--- config.mk ---
export PLATFORM = sky130hd
export DESIGN_NAME = alu_arbiter
export DESIGN_NICKNAME = d
export VERILOG_FILES = /design/src/rtl/alu_arbiter.sv
export SDC_FILE = /design/constraint.sdc
export NUM_CORES = 1
export LEC_CHECK = 0
export BUFFER_PORTS_ARGS = -buffer_cell sky130_fd_sc_hd__buf_2
export CAP_MARGIN = 20
export CORE_MARGIN = 2
export CORE_UTILIZATION = 38
export DETAILED_ROUTE_END_ITERATION = 10
export PLACE_DENSITY = 0.77
export SLEW_MARGIN = 20
export SYNTH_ARGS = -nofsm -noshare
export SYNTH_HDL_FRONTEND = slang
export SYNTH_SLANG_ARGS = --single-unit
export TNS_END_PERCENT = 100
--- constraint.sdc ---
create_clock -name clk -period 1.7 [get_ports clk]
set_input_delay 0.085 -clock clk [delete_from_list [all_inputs] [get_ports clk]]
set_output_delay 0.085 -clock clk [all_outputs]
set_load 0.02 [all_outputs]
--- src/rtl/alu_arbiter.sv ---
// Round-robin arbiter sharing one single-cycle-latency ALU among NREQ requesters.
// Tracks result ownership through the ALU and flags issued operations whose result strobe never arrives.
module alu_arbiter #(
  parameter int DWIDTH = 16,
  parameter int NREQ   = 4
) (
  input  logic                   clk,
  input  logic                   rst,
  input  logic [NREQ-1:0]        req_valid,
  output logic [NREQ-1:0]        req_ready,
  input  logic [3*NREQ-1:0]      req_func,
  input  logic [DWIDTH*NREQ-1:0] req_a,
  input  logic [DWIDTH*NREQ-1:0] req_b,
  input  logic                   hold,
  output logic                   alu_rst_n,
  output logic                   alu_en_in,
  output logic [2:0]             alu_func,
  output logic [DWIDTH-1:0]      alu_a,
  output logic [DWIDTH-1:0]      alu_b,
  input  logic [DWIDTH-1:0]      alu_out,
  input  logic                   alu_en_out,
  output logic [NREQ-1:0]        rsp_valid,
  output logic [DWIDTH-1:0]      rsp_data,
  output logic                   busy,
  output logic                   err_lost
);

  localparam int IDX_W = (NREQ > 1) ? $clog2(NREQ) : 1;
  localparam logic [IDX_W-1:0] PTR_RST = IDX_W'(NREQ - 1);

  function automatic logic [IDX_W-1:0] wrap_idx(input logic [IDX_W-1:0] base, input int off);
    int sum;
    sum = int'(base) + off;
    if (sum >= NREQ) sum = sum - NREQ;
    return IDX_W'(sum);
  endfunction

  function automatic logic [NREQ-1:0] onehot(input logic [IDX_W-1:0] idx);
    logic [NREQ-1:0] v;
    v = '0;
    v[idx] = 1'b1;
    return v;
  endfunction

  logic [IDX_W-1:0]  ptr;
  logic              grant_any;
  logic [IDX_W-1:0]  grant_idx;
  logic [IDX_W-1:0]  cand;
  logic [2:0]        gnt_func;
  logic [DWIDTH-1:0] gnt_a;
  logic [DWIDTH-1:0] gnt_b;

  logic              tag_vld_p1;
  logic [IDX_W-1:0]  tag_idx_p1;
  logic              tag_vld_p2;
  logic [IDX_W-1:0]  tag_idx_p2;

  // Stage 0: combinational grant, search begins one past the last winner
  always_comb begin
    grant_any = 1'b0;
    grant_idx = '0;
    cand      = '0;
    if (!rst && !hold) begin
      for (int k = 1; k <= NREQ; k++) begin
        cand = wrap_idx(ptr, k);
        if (!grant_any && req_valid[cand]) begin
          grant_any = 1'b1;
          grant_idx = cand;
        end
      end
    end
  end

  assign req_ready = grant_any ? onehot(grant_idx) : '0;

  always_comb begin
    gnt_func = '0;
    gnt_a    = '0;
    gnt_b    = '0;
    for (int i = 0; i < NREQ; i++) begin
      if (grant_idx == IDX_W'(i)) begin
        gnt_func = req_func[3*i +: 3];
        gnt_a    = req_a[DWIDTH*i +: DWIDTH];
        gnt_b    = req_b[DWIDTH*i +: DWIDTH];
      end
    end
  end

  always_ff @(posedge clk) begin
    alu_rst_n <= ~rst;
  end

  // Stage 1: issue register onto the ALU inputs, owner tag follows
  always_ff @(posedge clk) begin
    if (rst) begin
      ptr        <= PTR_RST;
      alu_en_in  <= 1'b0;
      alu_func   <= '0;
      alu_a      <= '0;
      alu_b      <= '0;
      tag_vld_p1 <= 1'b0;
      tag_idx_p1 <= '0;
    end else begin
      alu_en_in  <= grant_any;
      tag_vld_p1 <= grant_any;
      if (grant_any) begin
        ptr        <= grant_idx;
        alu_func   <= gnt_func;
        alu_a      <= gnt_a;
        alu_b      <= gnt_b;
        tag_idx_p1 <= grant_idx;
      end
    end
  end

  // Stage 2: tag aligned with the ALU's internal result register
  always_ff @(posedge clk) begin
    if (rst) begin
      tag_vld_p2 <= 1'b0;
      tag_idx_p2 <= '0;
    end else begin
      tag_vld_p2 <= tag_vld_p1;
      tag_idx_p2 <= tag_idx_p1;
    end
  end

  // Stage 3: response register; a strobe without a live tag is dropped silently
  always_ff @(posedge clk) begin
    if (rst) begin
      rsp_valid <= '0;
      rsp_data  <= '0;
      err_lost  <= 1'b0;
    end else begin
      if (tag_vld_p2 && alu_en_out) begin
        rsp_valid <= onehot(tag_idx_p2);
        rsp_data  <= alu_out;
      end else begin
        rsp_valid <= '0;
      end
      if (tag_vld_p2 && !alu_en_out) err_lost <= 1'b1;
    end
  end

  assign busy = tag_vld_p1 | tag_vld_p2 | (|rsp_valid);

endmodule

==> metrics.md <==
| Metric | Value |
|---|---|
| Outcome | finished, violations left |
| Violated checks | setup timing |
| TritonCTS Buffers | 9 |
| CP Data Arrival Time | 2020 ps |
| FF-to-FF End | alu_a[0] |
| Static leakage | 3.04 nW |
| Area grow syn2layout | 90.1% |
| Ys async rst share | 0% |
| Critical path fanouts, max | 4 |
| Post-Syn Area | 3350 µm² |
| CP Class | flop to output port |
| H-Tree Depth | 3 |
| HPWL after DPL | 8050 µm |
| Clock Pin Slew Worst Setup and Hold Paths | 80 ps |
| Core Util, Final | 73.7% |
| Grt total ovfl | 0 |
| Pwr/cell area | 754 nW/µm² |
| Worst EP required | 1620 ps |
| Worst setup slack after layout | -406 ps |
| Sequential area share after synthesis | 38.9% |
| # fillers | 569 |
| Netlist cell types | 33 |
| Initial Util | 38.8% |
| Reg2Reg Setup Slack | -390 ps |
| Mapped Cells | 385 |
| Die Wd | 97.9 µm |
| Worst r2r path cells | 8 |
| GP Congestion | 0.869 |
| Largest net degree at the start of global routing | 36 |
| Slew @ Worst Pin | 591 ps |
| Area of the multi-input gates | 2130 µm² |
| FF+latch count, synth | 65 |
| Vias | 4537 |
| CTS tree | done |
| Max-cap viol count | 0 |
| Clk_skew | 6.48 ps |
| Nets | 863 |
| Rows | 34 |
| Primary FF master, synth | dfxtp_1 |
| Die area | 9580 µm² |
| Placeable Area | 8640 µm² |
| Routed Wire Length | 14800 µm |
| CTS sink count | 65 |
| RSZ-0062 raised after global routing | yes |
| Fin cells | 813 |
| HP Start | req_b[36] |
| First DRT Iteration DRCs | 166 |
| Endpoints failing hold | 0 |
| Peak VDD IR | 523 µV |
| Main area contributors after synthesis | dfxtp_1 39%, mux2i_1 10%, a32oi_1 9.2%, o211ai_1 8.1%, and2_1 7.3% |
| Hold Path Cell Cnt | 3 |
| Yosys warnings | 0 |
| Layout cells sized above 1 | 48.4% |
| Total GRT Usage | 27.7% |
| Detailed Routing Iterations Pass 1 | 5 |
| I/O pins | 227 |
| R2R Path Start | ptr[0] |
| Synth top area share | 38.9% |
| Seq. cell area | 1300 µm² |
| Routed vias/inst | 5.58 |
| Fin crit share | 124% |
| Post-synth EDFFs | 0 |
| Root Buffer | clkbuf_8 |
| Critical path endpoint category | output port |
| Leading area contributor after synthesis | dfxtp_1 |
| Final ANT Viol Nets | 0 |
| Hold endpoint | alu_b[4] |
| Max Slew Vio Count | 0 |
| DRC | 0 |
| Synth Area per Inst | 8.70 µm² |
| Setup crit start kind | flop |
| DIE HEIGHT | 97.9 µm |
| Rel. slew slack | 60.5% |
| Worst skew pair latency | 330 ps |
| PortBufs | 226 |
| First-pass GRT wire length | 21700 µm |
| Initial antenna violation count | 1 |
| Number of global-route vias before repair | 4556 |
| WL per Instance | 18.2 µm |
| Clock buffer depth | 2 |
| Hold WC Path Type | primary input to flop |
| Achievable frequency | 0.475 GHz |
| Placed insts | 702 |
| Min Tclk post-route | 2110 ps |
| Post-synth net total | 549 |
| Final setup fails | 41 |
## synthesized netlist by cell type (2+ instances only)
| cell | count |
|---|---|
| buf_6 | 2 |
| mux2i_1 | 35 |
| nor4b_1 | 2 |
| o21bai_1 | 2 |
| nor4_1 | 2 |
| nor2b_1 | 5 |
| o21ai_0 | 5 |
| inv_1 | 4 |
| clkbuf_1 | 27 |
| buf_2 | 7 |
| and2_1 | 39 |
| dfxtp_1 | 65 |
| a21oi_1 | 18 |
| nand3_1 | 36 |
| a32oi_1 | 35 |
| o211ai_1 | 36 |
| nand2_1 | 36 |
| nor2_1 | 11 |
| nor4_2 | 2 |
| buf_4 | 3 |
## what timing repair did
item	CTS	global route
buffers inserted	8	8
gates cloned	8	6
pin swaps	29	43
hold endpoints to repair	47	0
hold buffers	65	0
gates resized for setup	38	30
setup endpoints to repair	41	42
## registers in the layout, summed over array words and instances, names as in the netlist
name        flops
ptr             2
tag_vld_p1      1
tag_idx_p2      2
tag_vld_p2      1
rsp_data       16
alu_a          16
alu_b          16
alu_func        3
err_lost        1
alu_rst_n       1
tag_idx_p1      2
rsp_valid       4
## critical path, cell delays in order (launching register included)
cell	delay (ps)
dfxtp_2	330
or3b_4	390
a2111oi_4	340
a311oi_4	110
buf_4	180
nor4_4	150
buf_4	190
## metal layers
| metal | vias up | track usage, % | wire length, µm | part of all wire, % |
|---|---|---|---|---|
| li1 | 2070 | - | - | - |
| met1 | 2102 | 29.9 | 5280 | 36 |
| met2 | 298 | 49.6 | 7630 | 52 |
| met3 | 67 | 7.95 | 1250 | 8.5 |
| met4 | 0 | 13.1 | 636 | 4.3 |
| met5 | - | 0 | 0 | 0 |
## per-stage QoR
step           setup WS, ps  power, mW  hold slack [ps]  TNS (ps)  area [µm²]
3_3_place_gp           -183       2.85              320     -5600        4730
3_5_place_dp           -245       2.88              332     -7690        4730
5_1_grt                -487       4.99             10.8    -16380        6360
4_1_cts                -480       4.68            0.686    -13610        6050
2_1_floorplan          -112       2.38              221     -1910        3380
6_report               -406       4.80             21.2    -13400        6360
## cells in the final DEF, fill, tap and decap left out, drive strengths merged, types with 2 or more instances in the layout
| cell | instances |
|---|---|
| bufinv | 2 |
| dlygate4sd3 | 65 |
| nand2 | 36 |
| mux2i | 35 |
| o21ai | 5 |
| o21bai | 2 |
| nor2b | 5 |
| and2 | 39 |
| o211ai | 36 |
| a21oi | 18 |
| dfxtp | 65 |
| a32oi | 35 |
| nor4b | 2 |
| clkbuf | 14 |
| nor4 | 4 |
| nor2 | 11 |
| nand3 | 36 |
| clkinv | 2 |
| inv | 5 |
| buf | 274 |
## final cells by class
type                    instances  area share (%)
multi-input cells             276            33.4
inverters                       4           0.236
flip-flops and latches         65            20.5
clock inverters                 6            1.42
well taps                     108            2.12
diodes                          1          0.0393
clock buffers                  10            2.16
repair buffers                343            40.1
## how the worst max path moves through the flow
stage / start / to / depth (start not counted) / slack (ps)
2_1_floorplan: ptr[0] / req_ready[0] / 6 / -110
3_3_place_gp: ptr[0] / req_ready[0] / 6 / -180
3_5_place_dp: ptr[0] / alu_a[4] / 6 / -250
4_1_cts: ptr[0] / req_ready[0] / 6 / -480
5_1_grt: ptr[0] / req_ready[0] / 6 / -490
6_report: ptr[0] / req_ready[0] / 6 / -410
## power breakdown
| group | total, mW | internal [mW] | switching (mW) |
|---|---|---|---|
| Clock | 1.52 | 0.871 | 0.646 |
| Combinational | 1.50 | 0.749 | 0.750 |
| Sequential | 1.78 | 1.68 | 0.104 |
## logic make-up after synthesis
logic type             share of synthesized area (%)
and+or+nand+nor                                 21.9
AOI/OAI and AO/OA                               22.8
DFF                                             38.9
buffers and inverters                           6.02
muxes                                           10.5
Power figures use the tool's default switching activity.
